## src/rtl/pipe_hazard_ctrl.sv

```systemverilog
// rtl/pipe_hazard_ctrl.sv - hold/bubble/flush/freeze sequencing for the 5-stage ARM pipeline
module pipe_hazard_ctrl #(
  parameter int MEM_TIMEOUT = 255,
  parameter int CNT_W       = 16
) (
  input  logic             clk,
  input  logic             rst,
  input  logic             fwd_en,
  input  logic [3:0]       id_src1,
  input  logic [3:0]       id_src2,
  input  logic             id_use_src1,
  input  logic             id_use_src2,
  input  logic [3:0]       ex_dest,
  input  logic             ex_wb_en,
  input  logic             ex_mem_read,
  input  logic [3:0]       mem_dest,
  input  logic             mem_wb_en,
  input  logic             branch_taken,
  input  logic             mem_req,
  input  logic             mem_ready,
  input  logic             cnt_clr,
  output logic             hazard_stall,
  output logic             idex_flush,
  output logic             ifid_flush,
  output logic             pipe_freeze,
  output logic             mem_timeout,
  output logic [CNT_W-1:0] stall_cnt
);

  localparam int WAIT_W = ($clog2(MEM_TIMEOUT + 1) > 8) ? $clog2(MEM_TIMEOUT + 1) : 8;
  localparam logic [WAIT_W-1:0] TIMEOUT_V = WAIT_W'(MEM_TIMEOUT);

  typedef enum logic {RUN, MEMWAIT} state_t;

  state_t            state;
  logic [WAIT_W-1:0] wait_cnt;
  logic              ex_qual;
  logic              mem_qual;
  logic              hit1;
  logic              hit2;
  logic              src_hit;
  logic              freeze_cond;

  // With forwarding only a load in EX cannot be bypassed; without it every in-flight writer blocks.
  assign ex_qual  = ex_wb_en & (fwd_en ? ex_mem_read : 1'b1);
  assign mem_qual = ~fwd_en & mem_wb_en;
  assign hit1     = id_use_src1 & ((ex_qual & (id_src1 == ex_dest)) | (mem_qual & (id_src1 == mem_dest)));
  assign hit2     = id_use_src2 & ((ex_qual & (id_src2 == ex_dest)) | (mem_qual & (id_src2 == mem_dest)));
  assign src_hit  = hit1 | hit2;

  assign freeze_cond = (state == RUN) ? (mem_req & ~mem_ready)
                                      : (~mem_ready & (wait_cnt < TIMEOUT_V));

  always_comb begin
    hazard_stall = 1'b0;
    idex_flush   = 1'b0;
    ifid_flush   = 1'b0;
    pipe_freeze  = 1'b0;
    if (!rst) begin
      if (freeze_cond) begin
        pipe_freeze = 1'b1;
      end else if (branch_taken) begin
        ifid_flush = 1'b1;
        idex_flush = 1'b1;
      end else if (src_hit) begin
        hazard_stall = 1'b1;
        idex_flush   = 1'b1;
      end
    end
  end

  always_ff @(posedge clk or posedge rst) begin
    if (rst) begin
      state       <= RUN;
      wait_cnt    <= '0;
      mem_timeout <= 1'b0;
      stall_cnt   <= '0;
    end else begin
      case (state)
        RUN: begin
          if (mem_req && !mem_ready) begin
            state    <= MEMWAIT;
            wait_cnt <= WAIT_W'(1);
          end
        end
        MEMWAIT: begin
          if (mem_ready) begin
            state    <= RUN;
            wait_cnt <= '0;
          end else if (wait_cnt >= TIMEOUT_V) begin
            state       <= RUN;
            wait_cnt    <= '0;
            mem_timeout <= 1'b1;
          end else begin
            wait_cnt <= wait_cnt + WAIT_W'(1);
          end
        end
        default: state <= RUN;
      endcase

      if (cnt_clr) begin
        stall_cnt <= '0;
      end else if ((hazard_stall || pipe_freeze) && (stall_cnt != '1)) begin
        stall_cnt <= stall_cnt + CNT_W'(1);
      end
    end
  end

endmodule

```

## config.mk

```make
export PLATFORM = sky130hd
export DESIGN_NAME = pipe_hazard_ctrl
export DESIGN_NICKNAME = d
export VERILOG_FILES = /design/src/rtl/pipe_hazard_ctrl.sv
export SDC_FILE = /design/constraint.sdc
export NUM_CORES = 1
export LEC_CHECK = 0
export ABC_AREA = 1
export CAP_MARGIN = 20
export CORE_ASPECT_RATIO = 1.5
export CORE_UTILIZATION = 44
export DETAILED_ROUTE_END_ITERATION = 10
export GPL_ROUTABILITY_DRIVEN = 0
export PLACE_DENSITY = 0.8
export SETUP_SLACK_MARGIN = 0.15
export SYNTH_ARGS = -nofsm -noshare
export SYNTH_HDL_FRONTEND = slang
export SYNTH_SLANG_ARGS = --single-unit
export TNS_END_PERCENT = 50
```

## constraint.sdc

```tcl
create_clock -name clk -period 2 [get_ports clk]
set_clock_uncertainty 0.2 [all_clocks]
set_input_delay 0.4 -clock clk [delete_from_list [all_inputs] [get_ports clk]]
set_output_delay 0.4 -clock clk [all_outputs]
set_load 0.05 [all_outputs]
```

; Word level (Yosys, flattened, before mapping)
; Cells that the tools add are included.
[word_totals]
regBits = 26
inputBits = 28
output_inout_bits = 21
elab_cells = 60
[op_classes]
addsub = 2
n_lt_le_gt_ge = 2
eq_ne = 6
n_mux = 24
bitwise_logic = 16
reduce_logical = 6
[ops]
columns = cell, n
row1 = $mux 16, 2
row2 = $mux 8, 3
row3 = $mux 1, 17
row4 = $add 16x1->16 const B, 1
row5 = $eq 4x4->1, 4
row6 = $ne 16x16->1 const B, 1
row7 = $pmux 8 s2, 1
row8 = $and 1x1->1, 10
row9 = $add 8x1->8 const B, 1
row10 = $ge 8x8->1 const B, 1
row11 = $lt 8x8->1 const B, 1
row12 = $not 1->1, 3
row13 = $or 1x1->1, 3
row14 = $reduce_and 3->1, 1
row15 = $logic_and 1x1->1, 2
row16 = $ne 2x1->1 const B, 1
row17 = $pmux 1 s2, 1
row18 = $reduce_bool 2->1, 1
row19 = $logic_not 1->1, 1
row20 = $logic_or 1x1->1, 1

; Longest topological paths before layout
[logic_depth]
ltp_word = 14
ltp_mapped = 15

; Worst setup path before layout
; Ideal clock, no wire load.
[synth_timing]
path_kind = in2out
start = input rst
end = output idex_flush
arrival_ns = 2.012
t_required_ns = 1.400
setup_slack_ns = -0.612
stages = 3
cell_sequence = inv_1 > nand3_2 > a31oi_1
[synth_via]
elab_chain_len = 1
[synth_lines]
columns = element, line
row1 = from (decl), 7  ; input logic rst,
row2 = $mux 1, 59  ; if (!rst) begin
row3 = to (decl), 23  ; output logic idex_flush,
; Every way passes these cells.

; Final worst setup path
[layout_timing]
start = register wait_cnt[1]
end = output hazard_stall
[layout_via]
elab_chain_len = 5
[layout_lines]
columns = element, line
row1 = from (decl), 36  ; logic [WAIT_W-1:0] wait_cnt;
row2 = from (signal assigned), 95  ; wait_cnt <= wait_cnt + WAIT_W'(1);
row3 = $lt 8x8->1, 52  ; : (~mem_ready & (wait_cnt < TIMEOUT_V));
row4 = $and 1x1->1, 52
row5 = $mux 1, 51  ; assign freeze_cond = (state == RUN) ? (mem_req & ~mem_ready)
row6 = $mux 1, 60  ; if (freeze_cond) begin
row7 = $mux 1, 59
row8 = to (decl), 22  ; output logic hazard_stall,
; Every way passes these cells.

==> report_table.html <==
<table>
<tr><th>Metric</th><th>Value</th></tr>
<tr><th colspan="2">Clock network</th></tr>
<tr><td>Number of sinks driven by the clock tree</td><td>26</td></tr>
<tr><td>Clock insertion delay at the later pin of the skew report</td><td>0.27 ns</td></tr>
<tr><td>Deepest level of the CTS H-tree</td><td>1</td></tr>
<tr><td>CTS clk-pin slew, worst paths</td><td>0.09 ns</td></tr>
<tr><td>Buffers from clock root to sink, at most</td><td>2</td></tr>
<tr><td>Inserted Clock Buffers</td><td>3</td></tr>
<tr><td>Buffer cell driving the clock tree root</td><td>sky130_fd_sc_hd__clkbuf_8</td></tr>
<tr><td>TritonCTS clock tree</td><td>built</td></tr>
<tr><th colspan="2">Logic synthesis</th></tr>
<tr><td>Portion of the post-synthesis area used by sequential elements</td><td>33.77%</td></tr>
<tr><td>Yosys synthesis warning count</td><td>0</td></tr>
<tr><td>Number of nets in the synthesized netlist</td><td>315</td></tr>
<tr><td>#FFs+latches synth</td><td>26</td></tr>
<tr><td>Number of cells produced by synthesis</td><td>285</td></tr>
<tr><td>Average instance area after synthesis</td><td>6.761 sq um</td></tr>
<tr><td>Netlist Area Pre-Place</td><td>0.001927 sq mm</td></tr>
<tr><td>Distinct cell type count of the synthesized netlist</td><td>26</td></tr>
<tr><th colspan="2">Setup path</th></tr>
<tr><td>Crit path arrival time</td><td>1.78 ns</td></tr>
<tr><td>Reg2reg start</td><td>wait_cnt[1]</td></tr>
<tr><td>Start point of the critical path</td><td>wait_cnt[1]</td></tr>
<tr><td>Worst Setup Path Type</td><td>reg -&gt; out</td></tr>
<tr><td>Category of the worst setup path capture point</td><td>output port</td></tr>
<tr><td>Type of origin of the critical path</td><td>flip-flop</td></tr>
<tr><td>Number of cells on the worst reg-to-reg path</td><td>16</td></tr>
<tr><td>Critical Path RT</td><td>1.40 ns</td></tr>
<tr><td>Largest fanout on the critical path</td><td>3</td></tr>
<tr><th colspan="2">Power and ir drop</th></tr>
<tr><td>Seq pwr share</td><td>40.6%</td></tr>
<tr><td>Largest voltage drop on the vdd net</td><td>0.3865 mV</td></tr>
<tr><td>Comb power frac</td><td>27.2%</td></tr>
<tr><td>Proportion of total power due to net switching</td><td>27.60%</td></tr>
<tr><td>Internal power</td><td>982.5 uW</td></tr>
<tr><td>Clock network fraction of total power</td><td>32.2%</td></tr>
<tr><td>Final Total Pwr</td><td>1357 uW</td></tr>
<tr><td>Total power per unit cell area</td><td>442.0 mW/mm^2</td></tr>
<tr><td>Power spent charging and discharging nets</td><td>374.6 uW</td></tr>
<tr><td>Static leakage power</td><td>0.001675 uW</td></tr>
<tr><th colspan="2">Floorplan</th></tr>
<tr><td>Die X-Extent</td><td>56.03 um</td></tr>
<tr><td>Initial core utilization</td><td>45.78%</td></tr>
<tr><td>Site row count</td><td>29</td></tr>
<tr><td>Number of top-level design ports</td><td>49</td></tr>
<tr><td>Vertical extent of the die</td><td>83.05 um</td></tr>
<tr><td>Area of the die</td><td>0.004653 sq mm</td></tr>
<tr><td>Standard cell core area</td><td>0.004209 sq mm</td></tr>
<tr><th colspan="2">Worst hold path</th></tr>
<tr><td>Startpoint of the lowest-slack hold path</td><td>mem_timeout</td></tr>
<tr><td>Worst min-delay path class</td><td>reg -&gt; reg</td></tr>
<tr><td>Hold depth</td><td>1</td></tr>
<tr><th colspan="2">Finish</th></tr>
<tr><td>Sequential cell area</td><td>655.6 sq um</td></tr>
<tr><td>Number of nets in the layout</td><td>411</td></tr>
<tr><td>Count of antenna diodes in the layout</td><td>0</td></tr>
<tr><td>Post-route insts no fill</td><td>426</td></tr>
<tr><td>Synthesis-to-layout area growth</td><td>59.35%</td></tr>
<tr><td>Fillers</td><td>337</td></tr>
<tr><td>Proportion of layout cells with a drive suffix above 1</td><td>31.58%</td></tr>
<tr><td>Total area of multi-input combinational cells</td><td>0.001225 sq mm</td></tr>
<tr><th colspan="2">Drt</th></tr>
<tr><td>Routed via count divided by cell count</td><td>5.263</td></tr>
<tr><td>Mean routed wirelength per cell</td><td>13.35 um</td></tr>
<tr><td>1st-pass router iterations</td><td>4</td></tr>
<tr><td>Starting DRT DRC Count</td><td>60</td></tr>
<tr><td>DR vias</td><td>2242</td></tr>
<tr><td>Number of design rule violations left after detail routing</td><td>0</td></tr>
<tr><td>Routed wire length</td><td>5688 um</td></tr>
<tr><td>Antenna violation net count after detailed routing</td><td>0</td></tr>
<tr><th colspan="2">Global route</th></tr>
<tr><td>Pin count of the biggest net entering global routing</td><td>33</td></tr>
<tr><td>Residual overflow from global routing</td><td>0</td></tr>
<tr><td>Global-route usage over all layers</td><td>25.48%</td></tr>
<tr><td>Wire length of the first global-routing pass</td><td>9687 um</td></tr>
<tr><td>Antenna violations before repair</td><td>0</td></tr>
<tr><td>Vias in the first global route</td><td>2321</td></tr>
<tr><th colspan="2">Run status</th></tr>
<tr><td>Violations in the final reports</td><td>setup timing</td></tr>
<tr><td>Status</td><td>finished with violations</td></tr>
<tr><th colspan="2">Timing</th></tr>
<tr><td>Total count of hold-check failures in the final report</td><td>0</td></tr>
<tr><td>Final max-slew violation count</td><td>0</td></tr>
<tr><td>Setup ws final</td><td>-0.3775 ns</td></tr>
<tr><td>Final number of setup-violating endpoints</td><td>21</td></tr>
<tr><td>Relative max-transition margin</td><td>77.30%</td></tr>
<tr><td>Minimum clock period after layout</td><td>2.377 ns</td></tr>
<tr><td>Highest clock rate</td><td>0.4206 GHz</td></tr>
<tr><td>Unrepaired setup endpoints after global routing</td><td>true</td></tr>
<tr><td>Least-Margin Pin Slew</td><td>0.3405 ns</td></tr>
<tr><td>Portion of the clock cycle consumed by the worst path in the final layout</td><td>118.9%</td></tr>
<tr><th colspan="2">Placed design</th></tr>
<tr><td>Placed insts</td><td>398</td></tr>
<tr><td>HPWL reported at the end of detailed placement</td><td>3842 um</td></tr>
<tr><td>Count of input and output buffers</td><td>48</td></tr>
<tr><th colspan="2">Flow run</th></tr>
<tr><td>Max-capacitance violation count</td><td>0</td></tr>
</table>
power by group through the flow:
stage / registers (uW) / logic, uW / clock network [uW]
global route: 553 / 402 / 460
detailed placement: 563 / 307 / 0
finish: 552 / 369 / 437
CTS: 551 / 343 / 447
global placement: 561 / 301 / 0
floorplan: 574 / 150 / 0
flip-flops by register name (all words and copies together) (netlist names):
signal       cells
mem_timeout      1
wait_cnt         8
stall_cnt       16
state            1
critical path: stages, from the launching register on:
cell	delay, ns
sky130_fd_sc_hd__dfrtp_1	0.37
sky130_fd_sc_hd__ha_2	0.19
sky130_fd_sc_hd__nand2_2	0.06
sky130_fd_sc_hd__nor2_2	0.10
sky130_fd_sc_hd__nand2_2	0.07
sky130_fd_sc_hd__inv_2	0.07
sky130_fd_sc_hd__nand2_2	0.06
sky130_fd_sc_hd__nand2_4	0.09
sky130_fd_sc_hd__nand3_4	0.10
sky130_fd_sc_hd__nor2_4	0.12
sky130_fd_sc_hd__nand2_2	0.05
sky130_fd_sc_hd__inv_1	0.06
sky130_fd_sc_hd__buf_6	0.15
stage by stage:
step	util [%]	setup TNS [ns]	hold slack, ns	instance area [sq um]	worst slack, ns
floorplan	-	-2.452	0.1101	2027	-0.1851
global placement	63.44	-6.056	0.2619	2670	-0.4220
detailed placement	63.44	-6.731	0.2638	2670	-0.4443
CTS	71.14	-2.756	0.2871	2994	-0.3635
global route	72.95	-7.139	0.3111	3070	-0.4874
finish	72.95	-4.721	0.2967	3070	-0.3775
layout by cell type (no fill, tap or decap):
master,count
sky130_fd_sc_hd__or2_2,1
sky130_fd_sc_hd__dfrtp_1,22
sky130_fd_sc_hd__nand3_4,2
sky130_fd_sc_hd__a31oi_4,1
sky130_fd_sc_hd__o31ai_1,1
sky130_fd_sc_hd__buf_12,1
sky130_fd_sc_hd__inv_1,47
sky130_fd_sc_hd__nor2_1,20
sky130_fd_sc_hd__nand3_1,20
sky130_fd_sc_hd__dfrtp_2,4
sky130_fd_sc_hd__nand2_2,9
sky130_fd_sc_hd__dlygate4sd2_1,9
sky130_fd_sc_hd__a31o_2,1
sky130_fd_sc_hd__nor3_1,6
sky130_fd_sc_hd__nand2_8,2
sky130_fd_sc_hd__nand3_2,10
sky130_fd_sc_hd__nand4_1,19
sky130_fd_sc_hd__ha_2,1
sky130_fd_sc_hd__clkdlybuf4s50_1,13
sky130_fd_sc_hd__o21ai_0,8
sky130_fd_sc_hd__nand2_4,2
sky130_fd_sc_hd__xnor2_1,3
sky130_fd_sc_hd__inv_2,2
sky130_fd_sc_hd__dlymetal6s2s_1,5
sky130_fd_sc_hd__bufinv_16,1
sky130_fd_sc_hd__buf_6,18
sky130_fd_sc_hd__buf_4,50
sky130_fd_sc_hd__ha_4,1
sky130_fd_sc_hd__a32o_1,1
sky130_fd_sc_hd__clkbuf_8,3
sky130_fd_sc_hd__nor2_4,3
sky130_fd_sc_hd__nor3_4,1
sky130_fd_sc_hd__o21ai_2,1
sky130_fd_sc_hd__nor2_2,5
sky130_fd_sc_hd__xor2_1,14
sky130_fd_sc_hd__nand2_1,69
sky130_fd_sc_hd__clkinvlp_4,1
sky130_fd_sc_hd__o21ai_1,2
sky130_fd_sc_hd__a21oi_1,1
cell usage after synthesis:
| cell | number | area (sq um) |
|---|---|---|
| sky130_fd_sc_hd__xnor2_1 | 3 | 26.28 |
| sky130_fd_sc_hd__ha_1 | 2 | 25.02 |
| sky130_fd_sc_hd__nand3_4 | 1 | 17.52 |
| sky130_fd_sc_hd__o31ai_1 | 1 | 7.510 |
| sky130_fd_sc_hd__dfrtp_1 | 26 | 650.6 |
| sky130_fd_sc_hd__nor2_2 | 2 | 12.51 |
| sky130_fd_sc_hd__nand2_4 | 2 | 22.52 |
| sky130_fd_sc_hd__nand3_2 | 2 | 20.02 |
| sky130_fd_sc_hd__nor2_1 | 26 | 97.59 |
| sky130_fd_sc_hd__a31o_2 | 1 | 8.760 |
| sky130_fd_sc_hd__nand2_2 | 1 | 6.260 |
| sky130_fd_sc_hd__o21ai_0 | 11 | 55.05 |
| sky130_fd_sc_hd__a32o_1 | 1 | 10.01 |
| sky130_fd_sc_hd__xor2_1 | 14 | 122.6 |
| sky130_fd_sc_hd__inv_2 | 1 | 3.750 |
| sky130_fd_sc_hd__nor3_4 | 1 | 16.27 |
| sky130_fd_sc_hd__a21oi_1 | 1 | 5.000 |
| sky130_fd_sc_hd__a31oi_1 | 1 | 6.260 |
| sky130_fd_sc_hd__buf_2 | 5 | 25.02 |
| sky130_fd_sc_hd__nor3_1 | 6 | 30.03 |
| sky130_fd_sc_hd__nand2_1 | 78 | 292.8 |
| sky130_fd_sc_hd__nand3_1 | 29 | 145.1 |
| sky130_fd_sc_hd__nand4_1 | 19 | 118.9 |
| sky130_fd_sc_hd__or2_2 | 1 | 6.260 |
| sky130_fd_sc_hd__buf_6 | 1 | 11.26 |
| sky130_fd_sc_hd__inv_1 | 49 | 183.9 |
logic make-up after synthesis:
logic type / after synthesis / synth area share [%]
adders and majority gates: 2 / 1.298
DFF: 26 / 33.77
and+or+nand+nor: 168 / 40.78
buffers and inverters: 56 / 11.62
AOI/OAI and AO/OA: 16 / 4.805
xor gates and xnor gates: 17 / 7.728
layer usage:
metal	track usage [%]	wire [um]	vias to the layer above
li1	-	-	1099
met5	0	0	-
met3	3.115	178	22
met4	11.97	187	0
met1	25.73	2054	1063
met2	49.68	3267	58
worst paths after layout:
| kind | endpoint | slack [ns] |
|---|---|---|
| setup / recovery | hazard_stall | -0.38 |
| hold / removal | mem_timeout | 0.30 |
| setup reg to reg | stall_cnt[2] | -0.22 |
| hold reg to reg | mem_timeout | 0.30 |
| max in group asynchronous | stall_cnt[0] | 1.02 |
| min in group asynchronous | wait_cnt[6] | 0.36 |
final cells by class:
| type | count | share of cell area [%] |
|---|---|---|
| flip-flops and latches | 26 | 21.35 |
| well taps | 46 | 1.874 |
| repair buffers | 96 | 28.32 |
| inverters | 50 | 6.235 |
| clock buffers | 3 | 1.345 |
| multi-input cells | 204 | 39.89 |
| clock inverters | 1 | 0.9780 |
what timing repair did:
item,in CTS,in global routing
setup endpoints to repair,20,26
gates resized for setup,39,19
hold buffers,0,0
gates cloned,2,0
setup buffers,18,4
pin swaps,14,25
Note: power is estimated with default switching activity, not from simulation.
